<file path="src/rtl/nvram_upload_responder.sv">
// Answers HPS ioctl upload requests for one index by pausing the core and
// streaming its RAM (hiscore/NVRAM) back over ioctl_din, one byte per ioctl_rd.
module nvram_upload_responder #(
    parameter logic [7:0] INDEX  = 8'd4,
    parameter int         AW     = 10,
    parameter int         SIZE   = 1024,
    parameter int         RD_LAT = 2,
    parameter logic [7:0] PAD    = 8'hFF
) (
    input  logic          clk_sys,
    input  logic          reset_n,
    input  logic          ioctl_upload,
    input  logic [7:0]    ioctl_index,
    input  logic          ioctl_rd,
    input  logic [24:0]   ioctl_addr,
    output logic [7:0]    ioctl_din,
    output logic          ioctl_wait,
    output logic          core_pause_req,
    input  logic          core_pause_ack,
    output logic [AW-1:0] mem_addr,
    output logic          mem_rd,
    input  logic [7:0]    mem_data,
    output logic          busy
);

    typedef enum logic [1:0] {
        IDLE,
        PAUSE,
        READY,
        FETCH
    } state_t;

    localparam logic [24:0] SIZE_LIMIT = 25'(SIZE);
    localparam logic [2:0]  LAT_START  = 3'(RD_LAT);

    state_t        state_q;
    logic [7:0]    din_q;
    logic          wait_q;
    logic          pause_q;
    logic [AW-1:0] addr_q;
    logic          rd_q;
    logic [2:0]    cnt_q;

    logic          sel;
    logic          in_range;
    logic [2:0]    cnt_d;

    assign sel      = ioctl_upload && (ioctl_index == INDEX);
    // Full-width compare: high address bits set must never alias into the RAM.
    assign in_range = ioctl_addr < SIZE_LIMIT;
    assign cnt_d    = cnt_q - 3'd1;

    always_ff @(posedge clk_sys or negedge reset_n) begin
        if (!reset_n) begin
            state_q <= IDLE;
            din_q   <= 8'h00;
            wait_q  <= 1'b0;
            pause_q <= 1'b0;
            addr_q  <= '0;
            rd_q    <= 1'b0;
            cnt_q   <= 3'd0;
        end else begin
            rd_q <= 1'b0;
            if (state_q != IDLE && !sel) begin
                // Upload ended or retargeted: release the core and drop any fetch.
                state_q <= IDLE;
                wait_q  <= 1'b0;
                pause_q <= 1'b0;
                cnt_q   <= 3'd0;
            end else begin
                case (state_q)
                    IDLE: begin
                        if (sel) begin
                            state_q <= PAUSE;
                            pause_q <= 1'b1;
                            wait_q  <= 1'b1;
                        end
                    end
                    PAUSE: begin
                        if (core_pause_ack) begin
                            state_q <= READY;
                            wait_q  <= 1'b0;
                        end
                    end
                    READY: begin
                        if (ioctl_rd) begin
                            if (in_range) begin
                                state_q <= FETCH;
                                addr_q  <= ioctl_addr[AW-1:0];
                                rd_q    <= 1'b1;
                                wait_q  <= 1'b1;
                                cnt_q   <= LAT_START;
                            end else begin
                                din_q <= PAD;
                            end
                        end
                    end
                    FETCH: begin
                        cnt_q <= cnt_d;
                        if (cnt_q == 3'd1) begin
                            din_q   <= mem_data;
                            wait_q  <= 1'b0;
                            state_q <= READY;
                        end
                    end
                    default: state_q <= IDLE;
                endcase
            end
        end
    end

    assign ioctl_din      = din_q;
    assign ioctl_wait     = wait_q;
    assign core_pause_req = pause_q;
    assign mem_addr       = addr_q;
    assign mem_rd         = rd_q;
    assign busy           = (state_q != IDLE);

endmodule

</file>
<file path="config.mk">
export PLATFORM = sky130hd
export DESIGN_NAME = nvram_upload_responder
export DESIGN_NICKNAME = d
export VERILOG_FILES = /design/src/rtl/nvram_upload_responder.sv
export SDC_FILE = /design/constraint.sdc
export NUM_CORES = 1
export LEC_CHECK = 0
export BUFFER_PORTS_ARGS = -buffer_cell sky130_fd_sc_hd__clkbuf_2
export CORE_ASPECT_RATIO = 1.25
export CORE_MARGIN = 2
export CORE_UTILIZATION = 40
export DETAILED_ROUTE_END_ITERATION = 6
export HOLD_SLACK_MARGIN = 0.08
export PLACE_DENSITY = 0.8
export SLEW_MARGIN = 25
export SYNTH_ARGS = -nofsm -noshare
export SYNTH_HDL_FRONTEND = slang
export SYNTH_SLANG_ARGS = --single-unit
</file>
<file path="constraint.sdc">
create_clock -name clk_sys -period 1.95 [get_ports clk_sys]
set_clock_uncertainty 0.2 [all_clocks]
set_input_delay 0.0975 -clock clk_sys [delete_from_list [all_inputs] [get_ports clk_sys]]
set_output_delay 0.0975 -clock clk_sys [all_outputs]
set_load 0.01 [all_outputs]
</file>
==> results of run 1 <==
cell usage in the layout, fill, tap and decap left out, types with 2 or more instances in the layout:
master	count
dfrtp_1	26
ha_1	3
clkbuf_8	3
mux2_4	9
clkbuf_2	67
nor4_1	3
nor2_1	10
mux2i_1	9
buf_4	7
nand2_1	5
mux2_2	3
o21ai_0	2
inv_1	15
dlygate4sd3_1	20
nand3_1	2
nor2_4	2
repair_timing:
action	in CTS	in global routing
resized for setup	0	1
endpoints found under the hold margin	47	0
hold buffers	20	0
endpoints found under the setup margin	0	8
stage by stage:
stage               area, sq um  setup slack, ns  hold WS (ns)
floorplan                  1330           0.0188        -0.398
global placement           1750          0.00787       -0.0571
detailed placement         1750          -0.0235       -0.0498
CTS                        1990           0.0738         0.163
global route               1990           0.0293         0.191
finish                     1990            0.115         0.165
worst reg2reg max path: cells and delay by family (launching register included):
kind	cells	cell delay, ns
mux	1	0.31
simple gates	3	0.40
flops	1	0.42
buf+inv	2	0.23
fa+ha+maj	1	0.17
state kept, by name, summed over array words and instances, names as in the netlist:
register,flops
mem_rd,1
ioctl_din,8
core_pause_req,1
state_q,2
ioctl_wait,1
cnt_q,3
mem_addr,10
per-layer routing:
metal | global-route usage, % | wire length [um]
met3 | 2.88 | 206
met1 | 19.5 | 1180
met2 | 33.6 | 1640
met4 | 6.88 | 42
met5 | 0 | 0
cell type report:
type                       count  area [sq um]  share of cell area, %
clock buffer                   3          41.3                   2.07
inverter                      16          60.1                   3.01
multi-input combinational     67           588                   29.5
sequential                    26           651                   32.6
tap                           37          46.3                   2.32
timing repair buffer          95           608                   30.5
power by group:
group	switching, mW	total [mW]	internal (mW)
registers	0.0569	0.681	0.624
clock network	0.159	0.297	0.138
logic	0.364	0.740	0.376
total	0.579	1.72	1.14
cell families (layout without fill, tap and decap cells):
family                     Yosys count  in the layout  share of synthesized area, %
adders and majority gates            4              4                          3.88
buffers and inverters               20            114                          6.79
muxes                               21             21                          20.1
AOI/OAI and AO/OA                   11             11                          6.11
and+or+nand+nor                     30             30                          12.0
DFF                                 26             26                          50.4
xor gates and xnor gates             1              1                         0.679
worst paths after layout:
path,startpoint,slack (ns),end,cells after the start
min in group asynchronous,reset_n,0.18,mem_addr[8],2
max in group asynchronous,reset_n,0.95,ioctl_din[4],2
setup reg to reg,state_q[1],0.11,mem_addr[1],7
hold reg to reg,cnt_q[1],0.32,cnt_q[1],1
setup / recovery,state_q[1],0.11,mem_addr[1],7
hold / removal,core_pause_ack,0.17,state_q[1],5
==> results.yml, run 1 <==
status:
  status: "complete, no violations"
synthesis:
  yosys_register_bits: 26
  avgSynthCellArea_sq_um: 11.4
  yosysWarningCount: 0
  synthFlopType: "dfrtp_1"
  synth_most_common_cell: "dfrtp_1"
  synth_edf_count: 0
  synth_top_cell_by_area: "dfrtp_1"
  ys_types: 33
  synth_area_leaders: "dfrtp_1 50%, mux2_4 10%, mux2i_1 7.0%"
  syn_nets: 163
  syn_area_sq_um: 1290
  synthTopCellsByCount: "26 x dfrtp_1, 16 x inv_1, 12 x nor2_1"
  yosysSeqAreaShare_pct: 50.4
  synthArstFlopShare_pct: 100
  yosysTopAreaCellShare_pct: 50.4
  synthCells: 113
drt:
  wl_mm: 3.06
  drt-initial-drc-count: 11
  drcViolationCount: 0
  antenna_left: 0
  wl_per_cell_um: 12.6
  drt_pass1_iterations: 4
  routed_via_density: 4.75
  vias: 1159
placement:
  placedCellCount: 221
  dp_hpwl_mm: 2.25
  portBuffers: 67
  gp_congestion: 0.777
grt:
  antenna_found_initial: 0
  gr-total-overflow: 0
  grt_pass1_vias: 1185
  track_usage_pct: 18.0
  grt_pass1_wl_mm: 4.80
  grt_max_degree: 27
power_and_ir_drop:
  p_leak_nw: 1.14
  power.density_nw_per_um2: 861
  ir_worst_vdd_v: 0.000651
  power.total_mw: 1.72
layout:
  area.growth.synth_to_final_pct: 54.6
  fin_util_pct: 63.6
  fillers: 246
  finalNonFillerCells: 244
  diodes: 0
  finalNetCount: 259
  drive_gt1_share_pct: 46.9
timing:
  fmax_ghz: 0.545
  fin_crit_sh_pct: 94.1
  period_minus_slack_ns: 1.84
  setup_viol_count_final: 0
  fin_setup_tns_ns: 0
  rsz0062_at_grt: "no"
  worst_pin_slew_ns: 0.636
  final-hold-violation-count: 0
  slew_headroom_pct: 57.6
  report.final.slew_viol_count: 0
worst_setup_path:
  cp-end-kind: "flip-flop"
  arrival_ns: 1.79
  crit_fanout: 11
  slowest_delay_ns: 0.42
  crit_top_cell: "nor2_4"
  path_cells: "nor2_4 > inv_2 > ha_4 > nor2_4 > nand4_2 > buf_12 > mux2_4"
  critPathBufInv: 2
  critical_path_class: "reg2reg"
  crit_path_start_kind: "flip-flop"
  required_ns: 1.91
  cp_top_family: "flip-flops"
  critPathSlowestCell: "dfrtp_1"
floorplan:
  core_area_sq_um: 3140
  dieArea_sq_um: 3700
  start_util_pct: 41.1
  dieHeight_um: 67.5
  std_cell_rows: 23
  fp.dieW_um: 54.8
  ioPinCount: 68
clocking:
  htreeDepth: 1
  cts_tree: "done"
  cts_setup_buffers: 0
  root_buffer: "clkbuf_8"
  clockBufferDepth: 2
  clk_latency_ns: 0.26
  clock_sinks: 26
  cts.reportedPaths.clkPinSlew_ns: 0.09
  cts_buffers: 3
job:
  cap_viol_max_count: 0
min_path:
  hold_class: "in2reg"
Power figures use the tool's default switching activity.
==> run 2: changes to the inputs <==
- CORE_UTILIZATION: 40 -> 45
- PLACE_DENSITY: 0.8 -> 0.85
- clock period: 1.95 -> 2.2 ns (I/O delays scaled with it)
==> run 2 against run 1 <==
Compared with the run above: sequential cell count is the same; final area shrank 3.7%; register-to-register slack is essentially flat; largest cell class unchanged; highest routed layer unchanged.
==> results.yml, run 2 (synthesized netlist as in run 1, its figures left out) <==
clocking:
  clk_latency_ns: 0.32
  root_buffer: "clkbuf_4"
  cts_buffers: 3
  cts.reportedPaths.clkPinSlew_ns: 0.13
  htreeDepth: 1
  cts_setup_buffers: 0
  clock_sinks: 26
  clockBufferDepth: 2
  cts_tree: "done"
timing:
  rsz0062_at_grt: "no"
  period_minus_slack_ns: 2.11
  fin_crit_sh_pct: 96.1
  final-hold-violation-count: 0
  report.final.slew_viol_count: 0
  fmax_ghz: 0.473
  fin_setup_tns_ns: 0
  setup_viol_count_final: 0
  worst_pin_slew_ns: 0.632
  slew_headroom_pct: 57.9
worst_setup_path:
  critPathSlowestCell: "dlygate4sd3_1"
  cp-end-kind: "flip-flop"
  arrival_ns: 2.15
  crit_path_start_kind: "primary input"
  slowest_delay_ns: 0.54
  required_ns: 2.24
  crit_fanout: 8
  path_cells: "dlygate4sd3_1 > clkbuf_2 > nor2_1 > nand3_1 > ha_1 > inv_1 > nand2_1 > a221o_2 > mux2i_1"
  critical_path_class: "in2reg"
layout:
  area.growth.synth_to_final_pct: 48.9
  fillers: 199
  largest_reg_flops: 10
  final_cell_mix: "67 x clkbuf_2, 26 x dfrtp_1, 21 x dlygate4sd3_1"
  diodes: 0
  finalNetCount: 256
  final_common_cell: "clkbuf_2"
  drive_gt1_share_pct: 43.9
floorplan:
  fp.dieW_um: 51.9
  ioPinCount: 68
  dieArea_sq_um: 3310
  dieHeight_um: 63.9
  core_area_sq_um: 2710
  std_cell_rows: 21
  start_util_pct: 47.7
drt:
  antenna_left: 0
  wl_per_cell_um: 14.6
  routed_via_density: 4.95
  vias: 1184
  drt-initial-drc-count: 17
  drcViolationCount: 0
  drt_pass1_iterations: 4
  wl_mm: 3.49
grt:
  antenna_found_initial: 0
  grt_pass1_wl_mm: 5.66
  gr-total-overflow: 0
  grt_pass1_vias: 1269
  grt_max_degree: 27
  track_usage_pct: 23.0
placement:
  dp_hpwl_mm: 2.44
  gp_congestion: 0.803
  portBuffers: 67
power_and_ir_drop:
  power.density_nw_per_um2: 738
  ir_worst_vdd_v: 0.000517
  p_leak_nw: 1.12
  power.total_mw: 1.42
min_path:
  hold_class: "in2reg"
status:
  status: "complete, no violations"
job:
  cap_viol_max_count: 0
-- run 2: cell types whose count changed in the layout (fill, tap and decap cells not counted), moves of 2 or more --
| cell | before | now |
|---|---|---|
| buf_4 | 7 | 4 |
| clkbuf_4 | 0 | 3 |
| clkbuf_8 | 3 | 1 |
| nor2_4 | 2 | 0 |
-- run 2: area by class of cell --
type | instances | area, sq um | area share, %
flip-flops and latches | 26 | 651 | 33.9
repair buffers | 92 | 576 | 30.0
multi-input cells | 67 | 556 | 28.9
inverters | 16 | 60.1 | 3.13
well taps | 34 | 42.5 | 2.21
clock buffers | 4 | 36.3 | 1.89
-- run 2: routing by layer --
metal	global-route usage, %	part of all wire (%)
met5	0	0
met1	25.5	36
met3	3.04	5.9
met2	41.5	54
met4	11.5	3.3
-- run 2: what timing repair did --
action / in CTS / in global routing
hold buffers: 21 / 0
endpoints found under the setup margin: 0 / 8
endpoints found under the hold margin: 48 / 0
resized for setup: 0 / 2
-- run 2: critical path, delay by kind of cell --
kind                     cells  cell delay (ns)
adder cells (fa/ha/maj)      1             0.29
AO/OA/AOI/OAI                1             0.43
buffers and inverters        3             0.79
multiplexers                 1             0.24
AND/OR/NAND/NOR              3             0.29
-- run 2: final timing paths --
kind | to | cells past startpoint | startpoint | slack [ns]
max | ioctl_din[4] | 9 | ioctl_index[1] | 0.09
min | core_pause_req | 5 | ioctl_index[0] | 0.10
max reg2reg | ioctl_din[4] | 7 | state_q[1] | 0.11
min reg2reg | core_pause_req | 1 | core_pause_req | 0.34
max in group asynchronous | ioctl_din[2] | 2 | reset_n | 1.28
min in group asynchronous | mem_addr[6] | 2 | reset_n | 0.11
-- run 2: report_power, final --
| group | switching (mW) | leakage [nW] | internal (mW) |
|---|---|---|---|
| registers | 0.0465 | 0.313 | 0.553 |
| logic | 0.307 | 0.786 | 0.271 |
| clock network | 0.139 | 0.0210 | 0.101 |
-- run 2: through the flow --
stage / utilization [%] / setup slack [ns] / cell area, sq um / std cells / hold slack (ns)
6_report: 71.0 / 0.0855 / 1920 / 239 / 0.102
5_1_grt: 71.0 / 0.0239 / 1920 / 239 / 0.108
4_1_cts: 70.8 / 0.0153 / 1920 / 239 / 0.0837
3_3_place_gp: 61.7 / 0.134 / 1670 / 214 / -0.0516
2_1_floorplan: - / 0.0279 / 1290 / 113 / -0.386
3_5_place_dp: 61.7 / -0.00497 / 1670 / 214 / -0.0449
==> run 3: changes to the inputs <==
- CORE_UTILIZATION: 45 -> 44
- PLACE_DENSITY: 0.85 -> 0.83
- clock period: 2.2 -> 2 ns (I/O delays scaled with it)
==> run 3 against run 2 <==
Compared with the run above: clock power increased by 7%; hold slack improved by 0.013 ns; utilization increased by 0.32 points; non-clock buffer count decreased by 1; die area increased by 2.1%; sequential share of layout area decreased by 0.48 points; highest routed layer unchanged.
==> results.yml, run 3 (synthesized netlist as in run 1, its figures left out) <==
worst_setup_path:
  required_ns: 2.01
  critPathBufInv: 2
  slowest_delay_ns: 0.43
  path_cells: "nor2_4 > inv_1 > ha_4 > nor2_4 > nand4_2 > buf_12 > mux2_4"
  arrival_ns: 1.91
  crit_top_cell: "nor2_4"
  cp_top_family: "flip-flops"
  critical_path_class: "reg2reg"
  crit_path_start_kind: "flip-flop"
  cp-end-kind: "flip-flop"
  crit_fanout: 11
  critPathSlowestCell: "dfrtp_1"
drt:
  drt_pass1_iterations: 4
  drt-initial-drc-count: 19
  vias: 1151
  routed_via_density: 4.84
  drcViolationCount: 0
  antenna_left: 0
  wl_mm: 3.04
  wl_per_cell_um: 12.8
clocking:
  cts_setup_buffers: 0
  cts.reportedPaths.clkPinSlew_ns: 0.14
  cts_tree: "done"
  clock_sinks: 26
  clk_latency_ns: 0.31
  root_buffer: "clkbuf_4"
  cts_buffers: 3
  htreeDepth: 1
  clockBufferDepth: 2
floorplan:
  core_area_sq_um: 2730
  start_util_pct: 47.2
  std_cell_rows: 21
  dieHeight_um: 64.5
  dieArea_sq_um: 3380
  ioPinCount: 68
  fp.dieW_um: 52.4
placement:
  dp_hpwl_mm: 2.33
  portBuffers: 67
  placedCellCount: 214
  gp_congestion: 0.855
  preCtsSetupSlack_ns: -0.0521
timing:
  setup_ws_ns: 0.0965
  period_minus_slack_ns: 1.90
  fin_setup_tns_ns: 0
  worst_pin_slew_ns: 0.639
  setup_viol_count_final: 0
  fmax_ghz: 0.525
  fin_crit_sh_pct: 95.2
  slew_headroom_pct: 57.4
  report.final.slew_viol_count: 0
  final-hold-violation-count: 0
  rsz0062_at_grt: "no"
grt:
  grt_pass1_vias: 1188
  track_usage_pct: 19.6
  grt_pass1_wl_mm: 5.08
  antenna_found_initial: 0
  grt_max_degree: 27
  gr-total-overflow: 0
power_and_ir_drop:
  power.total_mw: 1.60
  ir_worst_vdd_v: 0.000787
  power.density_nw_per_um2: 819
  p_leak_nw: 1.13
layout:
  finalNonFillerCells: 238
  area.growth.synth_to_final_pct: 51.0
  final_cell_mix: "67 x clkbuf_2, 26 x dfrtp_1, 20 x dlygate4sd3_1"
  fin_util_pct: 71.3
  final_common_cell: "clkbuf_2"
  diodes: 0
  largest_reg_flops: 10
  drive_gt1_share_pct: 45.6
  finalNetCount: 255
status:
  status: "complete, no violations"
job:
  cap_viol_max_count: 0
min_path:
  hold_class: "in2reg"
## run 3: metal layers
metal,part of all wire [%],global-route usage [%],vias to the layer above,wire [um]
met5,0,0,-,0
met4,1.1,6.73,0,34
met3,5.2,2.53,4,159
met2,55,36.4,42,1670
met1,39,22.3,538,1170
li1,-,-,567,-
## run 3: path summary, 6_finish.rpt
| kind | from | endpoint | slack, ns | depth (start not counted) |
|---|---|---|---|---|
| worst max register to register | state_q[1] | mem_addr[3] | 0.1 | 7 |
| max in group asynchronous | reset_n | ioctl_din[5] | 1.06 | 2 |
| worst min-delay path | ioctl_index[1] | state_q[1] | 0.11 | 5 |
| worst min register to register | mem_addr[0] | mem_addr[0] | 0.33 | 1 |
| worst max-delay path | state_q[1] | mem_addr[3] | 0.1 | 7 |
| min in group asynchronous | reset_n | state_q[1] | 0.13 | 2 |
## run 3: worst min-delay path: cells and delay by family
| kind | cells | cell delay, ns |
|---|---|---|
| AO/OA/AOI/OAI | 1 | 0.09 |
| adder cells (fa/ha/maj) | 1 | 0.19 |
| buffers and inverters | 1 | 0.07 |
| AND/OR/NAND/NOR | 2 | 0.14 |
## run 3: layout make-up
type	count	area [sq um]
Tap cell	34	42.5
Multi-Input combinational cell	67	581
Fill cell	220	785
Inverter	16	60.1
Clock buffer	4	36.3
Timing Repair Buffer	91	578
Sequential cell	26	651
## run 3: what timing repair did
action                                  4_1_cts  5_1_grt
endpoints found under the setup margin        0       18
endpoints found under the hold margin        47        0
gates resized for setup                       0        3
hold buffers                                 20        0
## run 3: per-stage QoR
stage                     hold slack, ns  area, sq um
after floorplan                   -0.396         1310
after global placement           -0.0568         1710
after detailed placement         -0.0461         1710
after CTS                          0.106         1940
after global routing               0.133         1950
final                              0.115         1950
## run 3: report_power, final
group | internal, mW | switching, mW
clock network | 0.111 | 0.146
registers | 0.608 | 0.0546
logic | 0.324 | 0.353
total | 1.04 | 0.553
